===== config.mk =====
export PLATFORM = sky130hd
export DESIGN_NAME = hi_lo_mdu_controller
export DESIGN_NICKNAME = d
export VERILOG_FILES = /design/src/rtl/hi_lo_mdu_controller.sv
export SDC_FILE = /design/constraint.sdc
export NUM_CORES = 2
export LEC_CHECK = 0
export CAP_MARGIN = 20
export CORE_UTILIZATION = 60
export DETAILED_ROUTE_END_ITERATION = 12
export HOLD_SLACK_MARGIN = 0.08
export PLACE_DENSITY = 0.78
export SKIP_CTS_REPAIR_TIMING = 1
export SYNTH_ARGS = -nofsm -noshare
export SYNTH_HDL_FRONTEND = slang
export SYNTH_SLANG_ARGS = --single-unit

===== constraint.sdc =====
create_clock -name clock -period 13.6 [get_ports clock]
set_input_delay 3.4 -clock clock [delete_from_list [all_inputs] [get_ports clock]]
set_output_delay 3.4 -clock clock [all_outputs]
set_load 0.005 [all_outputs]

===== src/rtl/hi_lo_mdu_controller.sv =====
// hi_lo_mdu_controller: multi-cycle multiply/divide sequencer that owns the MIPS HI/LO registers.
// Multiplies commit after MUL_LATENCY cycles. Divides run a 32-iteration restoring loop and then
// one sign-fixup cycle.
// Optional macro MDU_DIV_ZERO_FAST_EN: a divide by zero skips the iteration loop. The results are
// identical; only the latency is shorter.
module hi_lo_mdu_controller #(
    parameter int MUL_LATENCY = 3
) (
    input  logic        clock,
    input  logic        reset,
    input  logic        start,
    input  logic [2:0]  op,
    input  logic [31:0] operand1,
    input  logic [31:0] operand2,
    input  logic        readHiLo,
    input  logic        flush,
    output logic        busy,
    output logic        stall,
    output logic        done,
    output logic [31:0] hi,
    output logic [31:0] lo
);

    localparam logic [2:0] OP_MULT  = 3'd1;
    localparam logic [2:0] OP_MULTU = 3'd2;
    localparam logic [2:0] OP_DIV   = 3'd3;
    localparam logic [2:0] OP_DIVU  = 3'd4;
    localparam logic [2:0] OP_MTHI  = 3'd5;
    localparam logic [2:0] OP_MTLO  = 3'd6;

    typedef enum logic [1:0] {
        IDLE,
        MUL_WAIT,
        DIV_ITER,
        DIV_FIX
    } state_t;

    state_t      state_q, state_d;
    logic [4:0]  count_q;
    logic [31:0] opa_q;
    logic [31:0] opb_q;
    logic [31:0] rem_q;
    logic        signed_q;
    logic        quo_neg_q;
    logic        rem_neg_q;

    logic        cmd_valid;
    logic        accept;
    logic        commit_mul;
    logic        commit_div;
    logic        is_div_signed;
    logic [31:0] mag_a;
    logic [31:0] mag_b;
    logic [63:0] product;
    logic [32:0] shifted;
    logic        fits;
    logic [31:0] diff;

    // Command decode. Op codes 0 and 7 are NONE.
    assign cmd_valid     = start && (op >= OP_MULT) && (op <= OP_MTLO);
    assign accept        = (state_q == IDLE) && cmd_valid && !flush;
    assign busy          = (state_q != IDLE);
    assign stall         = busy && (cmd_valid || readHiLo);

    // DIV works on magnitudes. Negating 0x80000000 leaves it unchanged, which is the correct
    // unsigned magnitude.
    assign is_div_signed = (op == OP_DIV);
    assign mag_a         = (is_div_signed && operand1[31]) ? (~operand1 + 32'd1) : operand1;
    assign mag_b         = (is_div_signed && operand2[31]) ? (~operand2 + 32'd1) : operand2;

    // Sign-extending both operands to 64 bits gives the correct two's-complement signed product
    // in the low 64 bits.
    assign product = {{32{signed_q & opa_q[31]}}, opa_q} * {{32{signed_q & opb_q[31]}}, opb_q};

    // One restoring step. The next dividend bit is shifted into the partial remainder.
    // The remainder stays below the divisor, so the difference always fits in 32 bits.
    assign shifted = {rem_q, opa_q[31]};
    assign fits    = (shifted >= {1'b0, opb_q});
    assign diff    = shifted[31:0] - opb_q;

    // State register.
    always_ff @(posedge clock or posedge reset) begin
        if (reset) begin
            state_q <= IDLE;
        end else begin
            state_q <= state_d;
        end
    end

    // Next-state and commit decisions. Flush overrides everything, including the commit edge.
    always_comb begin
        state_d    = state_q;
        commit_mul = 1'b0;
        commit_div = 1'b0;
        case (state_q)
            IDLE: begin
                if (accept) begin
                    if (op == OP_MULT || op == OP_MULTU) begin
                        state_d = MUL_WAIT;
                    end else if (op == OP_DIV || op == OP_DIVU) begin
`ifdef MDU_DIV_ZERO_FAST_EN
                        state_d = (operand2 == 32'd0) ? DIV_FIX : DIV_ITER;
`else
                        state_d = DIV_ITER;
`endif
                    end
                end
            end
            MUL_WAIT: begin
                if (count_q == 5'd0) begin
                    state_d    = IDLE;
                    commit_mul = 1'b1;
                end
            end
            DIV_ITER: begin
                if (count_q == 5'd0) begin
                    state_d = DIV_FIX;
                end
            end
            DIV_FIX: begin
                state_d    = IDLE;
                commit_div = 1'b1;
            end
            default: state_d = IDLE;
        endcase
        if (flush) begin
            state_d    = IDLE;
            commit_mul = 1'b0;
            commit_div = 1'b0;
        end
    end

    // Datapath: operand latches, iteration counter, divide steps, and HI/LO commits.
    always_ff @(posedge clock or posedge reset) begin
        if (reset) begin
            count_q   <= 5'd0;
            opa_q     <= 32'd0;
            opb_q     <= 32'd0;
            rem_q     <= 32'd0;
            signed_q  <= 1'b0;
            quo_neg_q <= 1'b0;
            rem_neg_q <= 1'b0;
            hi        <= 32'd0;
            lo        <= 32'd0;
            done      <= 1'b0;
        end else begin
            done <= commit_mul || commit_div;
            if (accept) begin
                case (op)
                    OP_MTHI: hi <= operand1;
                    OP_MTLO: lo <= operand1;
                    OP_MULT, OP_MULTU: begin
                        opa_q    <= operand1;
                        opb_q    <= operand2;
                        signed_q <= (op == OP_MULT);
                        count_q  <= 5'(MUL_LATENCY - 1);
                    end
                    OP_DIV, OP_DIVU: begin
                        opa_q     <= mag_a;
                        opb_q     <= mag_b;
                        rem_q     <= 32'd0;
                        quo_neg_q <= is_div_signed && (operand1[31] ^ operand2[31]);
                        rem_neg_q <= is_div_signed && operand1[31];
                        count_q   <= 5'd31;
`ifdef MDU_DIV_ZERO_FAST_EN
                        // Preload what the full loop would produce for a zero divisor.
                        if (operand2 == 32'd0) begin
                            opa_q <= 32'hFFFF_FFFF;
                            rem_q <= mag_a;
                        end
`endif
                    end
                    default: ;
                endcase
            end else if (state_q == MUL_WAIT) begin
                if (count_q != 5'd0) begin
                    count_q <= count_q - 5'd1;
                end
            end else if (state_q == DIV_ITER) begin
                rem_q <= fits ? diff : shifted[31:0];
                opa_q <= {opa_q[30:0], fits};
                if (count_q != 5'd0) begin
                    count_q <= count_q - 5'd1;
                end
            end
            if (commit_mul) begin
                hi <= product[63:32];
                lo <= product[31:0];
            end
            if (commit_div) begin
                lo <= quo_neg_q ? (~opa_q + 32'd1) : opa_q;
                hi <= rem_neg_q ? (~rem_q + 32'd1) : rem_q;
            end
        end
    end

endmodule


### Word level (Yosys, flattened, before mapping)

Cells that the tools add are included.

* equality and inequality tests: 16
* order comparisons: 3
* add/sub/neg operators: 6
* bitwise logic cells: 7
* multipliers: 1
* reductions and logical operators: 34
* multiplexer cells: 39

Operators by type and width (count)
* 2-to-1 mux 32 bit: 20
* adder 32 x 1 -> 32 bit, second input constant: 4
* NOT 32 bit: 4
* one-hot mux 32 bit (2 select lines): 2
* multiplier 33 x 33 -> 64 bit: 1
* >= comparator 33 x 32 -> 1 bit: 1
* subtractor 32 bit: 1
* 2-to-1 mux 5 bit: 4
* 2-to-1 mux 2 bit: 6
* AND reduction 2 bit: 6
* nonzero test 3 bit: 4
* one-hot mux 5 bit (2 select lines): 1
* equality test 3 bit, second input constant: 3
* != test 3 bit, second input constant: 3
* logical AND 1 bit: 8
* one-hot mux 2 bit (4 select lines): 1
* equality test 3 x 2 -> 1 bit, second input constant: 2
* AND reduction 3 bit: 2
* nonzero test 2 bit: 3
* zero test 5 bit: 1
* 2-to-1 mux 1 bit: 5
* nonzero test 5 bit: 1
* subtractor 5 x 1 -> 5 bit, second input constant: 1
* equality test 2 bit, second input constant: 2
* other kinds (15): 20

* output and inout bits: 67
* logic and storage cells: 117
* bits of input ports: 72
* register bits after elaboration: 171

### Depth between registers and ports, before layout

* depth in word-level cells: 8
* mapped depth: 31
* mapped depth without buffers: 28

### Worst setup path before layout

No wires, ideal clock.

* path kind: reg-to-reg
* start: reg opa_q[31]
* end: reg hi[31]
* period minus slack after synthesis: 7.889 ns
* path buffers: 2
* data required time: 13.458 ns
* stages on the path, launching flop included: 29
* setup slack: 5.711 ns
* arrival time: 7.747 ns
* library setup time: 0.142 ns
* cell sequence: dfrtp_1 > and2_1 > clkbuf_1 > nand2_1 > inv_1 > fa_1 > fa_1 > fa_1 > inv_1 > fa_1 > inv_1 > fa_1 > fa_1 > fa_1 > inv_1 > fa_1 > inv_1 > ha_1 > clkbuf_1 > and3_1 > and3b_1 > and3_1 > a21boi_0 > a211oi_1 > a2111o_1 > a21oi_1 > o22ai_1 > xnor2_1 > o221ai_1

* longest elaborated chain between the ends: 4

Ends and longest elaborated chain
* start, declared: RTL line 40 `logic [31:0] opa_q;`
* start signal, assigned: RTL line 153 `opa_q <= operand1;`
* start signal, assigned: RTL line 159 `opa_q <= mag_a;`
* start signal, assigned: RTL line 181 `opa_q <= {opa_q[30:0], fits};`
* bitwise AND 1 bit: RTL line 73 `assign product = {{32{signed_q & opa_q[31]}}, opa_q} * {{32{signed_q & opb_q[31]}}, opb_q};`
* multiplier 33 x 33 -> 64 bit (*): RTL line 73
* 2-to-1 mux 32 bit (*): RTL line 186 `if (commit_mul) begin`
* 2-to-1 mux 32 bit (*): RTL line 190 `if (commit_div) begin`
* end signal, assigned: RTL line 150 `OP_MTHI: hi <= operand1;`
* end signal, assigned: RTL line 187 `hi <= product[63:32];`
* end signal, assigned: RTL line 192 `hi <= rem_neg_q ? (~rem_q + 32'd1) : rem_q;`
* end, declared: RTL line 20 `output logic [31:0] hi,`

Mark *: on every way between the ends. The rest lies on a longest branch, timed or not.
A chain may end at the register's enable or synchronous reset.

### Worst setup path after layout

* start: reg opa_q[31]
* end: reg hi[30]

Same word-level chain as after synthesis.

==> run summary <==
The number of design-rule violations left by the first detailed-router iteration is 3463. Of all flip-flops after synthesis, the portion carrying an async set or reset was 100%. Setup repair after global routing left no endpoint under its margin. Measured along the y axis, the die boundary spans between 200 and 300 um.

The floorplan has about 110 rows. The per-instance average area after synthesis came out at just under 9 sq um. The number of enable-type register cells in the synthesized netlist came out at 0.

The detailed-routing iteration count for the pre-antenna-repair pass came out at 6. The number of buffers added on ports came out at around 140. In this run, synthesis produced a sequential element count of approximately 170. Setup slack on the worst reg-to-reg path comes out at 4.01 ns. On the worst path, the slowest cell contributes a delay of about 0.96 ns. The worst setup path is launched from a flop. For this run, the total global-route usage over all layers was measured as a little under two fifths. By area the synthesized netlist is led by sky130_fd_sc_hd__fa_1, sky130_fd_sc_hd__inv_1, sky130_fd_sc_hd__dfrtp_1. The core area came out at between 80000 and 90000 sq um.

The worst hold path belongs to the class reg2reg. The initial antenna violation count came out at 10. The layout overhead on the synthesized area came out at 5.94%.

Detailed placement finished with a half-perimeter wire length of 120 mm. The post-layout utilization of the core is ~64%. Setup violations remaining at the end of the flow were counted as 0. The run finished with clean final reports. The clock-pin transition on the worst setup and hold timing paths came out at approximately 0.08 ns.

For the worst-skew pair, the clock arrives at the later sink with an insertion delay of between 0.4 and 0.5 ns. sky130_fd_sc_hd__fa_1 takes more of the synthesized area than any other cell. The number of clock sinks seen by CTS came out at 171. The measured slew at the worst slew-check pin is roughly 1.2 ns. In this run the biggest area consumer among cell types represents a little under half of the synthesized area. The worst-path cell with the longest stage delay is sky130_fd_sc_hd__fa_1.

The synthesized area came out at 49700 sq um. During synthesis, Yosys emitted a total of 0 warnings. The number of instances in the synthesized netlist is 5689. The count of maximum capacitance violations came out at 0. The antenna violation net count after detailed routing is 0. CTS placed an instance of sky130_fd_sc_hd__clkbuf_16 at the clock tree root. The number of distinct library cells after synthesis is 74. The kind of cell with the highest combined delay along the critical path is adder cells. The peak fanout along the critical path is 41. Entering global routing, the biggest net connects approximately 110 pins. The multi-input combinational cells in the finished layout cover a total of between 30000 and 40000 sq um. The worst path in the final design needs a cycle of 9.59 ns, including I/O delays and setup.

The total negative setup slack came out at 0 ns. The die covers 84000 sq um. The worst path required time is 14.00 ns. The fmax is between 0.1 and 0.15 GHz. The layout net count came out at 7050. Counting the buffers created by CTS gives 17. The final-layout fill cell count came out at around 6800. The most frequent standard cell in the layout excluding fill and tap cells is sky130_fd_sc_hd__inv_1. The depth of the CTS H-tree came out at 4. The register area came out at about 4300 sq um. The leftover overflow at the end of global routing came out at 0. The nature of the critical path endpoint is a flop. In the layout the commonest cells are sky130_fd_sc_hd__inv_1, sky130_fd_sc_hd__fa_1, sky130_fd_sc_hd__nand2_1, sky130_fd_sc_hd__and2_1, sky130_fd_sc_hd__ha_1. Dividing the detail-routed via count by the number of cells gives 5.97.

The max-slew violation count came to 0. The number of endpoints with negative hold slack in the final report is 0. The number of buffers on the longest clock path is 2. The start-to-end type of the worst setup path is reg2reg. The fraction of layout instances using a drive strength above 1 came out at around 3.1%. The arrival time at the worst endpoint came out at approximately 10 ns. The overall routed net length is between 150 and 200 mm. The wire length of the first global-routing pass is approximately 240 mm. The net count after synthesis came out at around 7100. The TritonCTS clock tree is built. For this run, the leading register cell type out of synthesis is sky130_fd_sc_hd__dfrtp_1. The number of buffer and inverter instances along the worst setup path came out at 8. The horizontal extent of the die came out at around 290 um. The DRC violations left came out at 0. The total number of vias is around 40000. In this design, the critical path's most frequently occurring cell is sky130_fd_sc_hd__fa_1.

The clock tree skew after final layout is between 0.02 and 0.025 ns. For this configuration, the core starts out at a cell density of around three fifths. After synthesis, flip-flops and latches occupy under 10% of the total area.

The via count of the first global-routing pass is 42258. The mean routed wirelength per cell came out at between 20 and 25 um. The final standard cell area without fillers is around 53000 sq um.

The final worst-path cycle share is between 70% and 80%. The final weighted congestion of routability-driven global placement is just over 1. The post-placement cell area came out at 51900 sq um. The worst pin sits at a relative slew slack of about 17%. The count of pins on the block boundary is between 100 and 150.
registers in the layout (all words and copies together) (netlist names):
signal	flops
opa_q	32
count_q	5
done	1
state_q	2
lo	32
quo_neg_q	1
opb_q	32
rem_neg_q	1
rem_q	32
signed_q	1
hi	32
synthesized netlist by cell type, types with 70 or more instances:
library cell,number
sky130_fd_sc_hd__clkbuf_1,303
sky130_fd_sc_hd__ha_1,251
sky130_fd_sc_hd__xor2_1,70
sky130_fd_sc_hd__dfrtp_1,171
sky130_fd_sc_hd__a21oi_1,197
sky130_fd_sc_hd__nor2_1,185
sky130_fd_sc_hd__and2_1,302
sky130_fd_sc_hd__o21ai_0,223
sky130_fd_sc_hd__inv_1,1190
sky130_fd_sc_hd__nand2_1,947
sky130_fd_sc_hd__fa_1,1126
sky130_fd_sc_hd__xnor2_1,140
through the flow:
step | std cells | hold slack, ns | setup WS [ns]
floorplan | 5689 | 0.441 | 5.57
global placement | 6646 | 0.464 | 4.30
detailed placement | 6646 | 0.473 | 4.12
CTS | 6678 | 0.489 | 4.08
global route | 6686 | 0.512 | 3.58
finish | 6689 | 0.488 | 4.01
final cells by class:
| cell class | count | area share (%) |
|---|---|---|
| Clock inverter | 15 | 0.373 |
| Multi-Input combinational cell | 3985 | 75.5 |
| Timing Repair Buffer | 235 | 4.14 |
| Inverter | 1191 | 8.50 |
| Antenna cell | 5 | 0.0238 |
| Tap cell | 1070 | 2.54 |
| Clock buffer | 17 | 0.808 |
| Sequential cell | 171 | 8.13 |
metal layers:
layer  vias up  GRT usage, %  share of wire, %  routed length [um]
met5         -         0.113            0.0086                  13
met4         2          21.8               7.0               10600
met3       510          6.76               8.9               13500
met2      2072          61.5                49               73600
met1     20386          45.5                35               53600
li1      16971             -                 -                   -
tightest hold or removal path, cell delays in order (launching register included):
cell and delay [ns]:
sky130_fd_sc_hd__dfrtp_1 0.35, sky130_fd_sc_hd__nand2_1 0.05, sky130_fd_sc_hd__o21ai_0 0.06
worst paths after layout:
| check | from | to | cells after the start |
|---|---|---|---|
| min reg2reg | lo[23] | lo[23] | 2 |
| min | lo[23] | lo[23] | 2 |
| max | opa_q[31] | hi[30] | 28 |
| max in group asynchronous | reset | hi[22] | 3 |
| max reg2reg | opa_q[31] | hi[30] | 28 |
| min in group asynchronous | reset | lo[9] | 2 |
logic make-up (layout without fill, tap and decap cells):
logic type,count (synthesis),count (layout),share of synthesized area [%]
DFF,171,171,8.61
other,0,5,0
buffers and inverters,1533,1458,11.6
xor gates and xnor gates,210,210,3.70
muxes,25,25,0.508
AOI/OAI and AO/OA,710,710,8.72
and+or+nand+nor,1663,1663,15.2
adders and majority gates,1377,1377,51.6
Power is left out: the tool's default activity adds up to more than one toggle a clock period on the data nets, which glitch-free logic cannot reach.
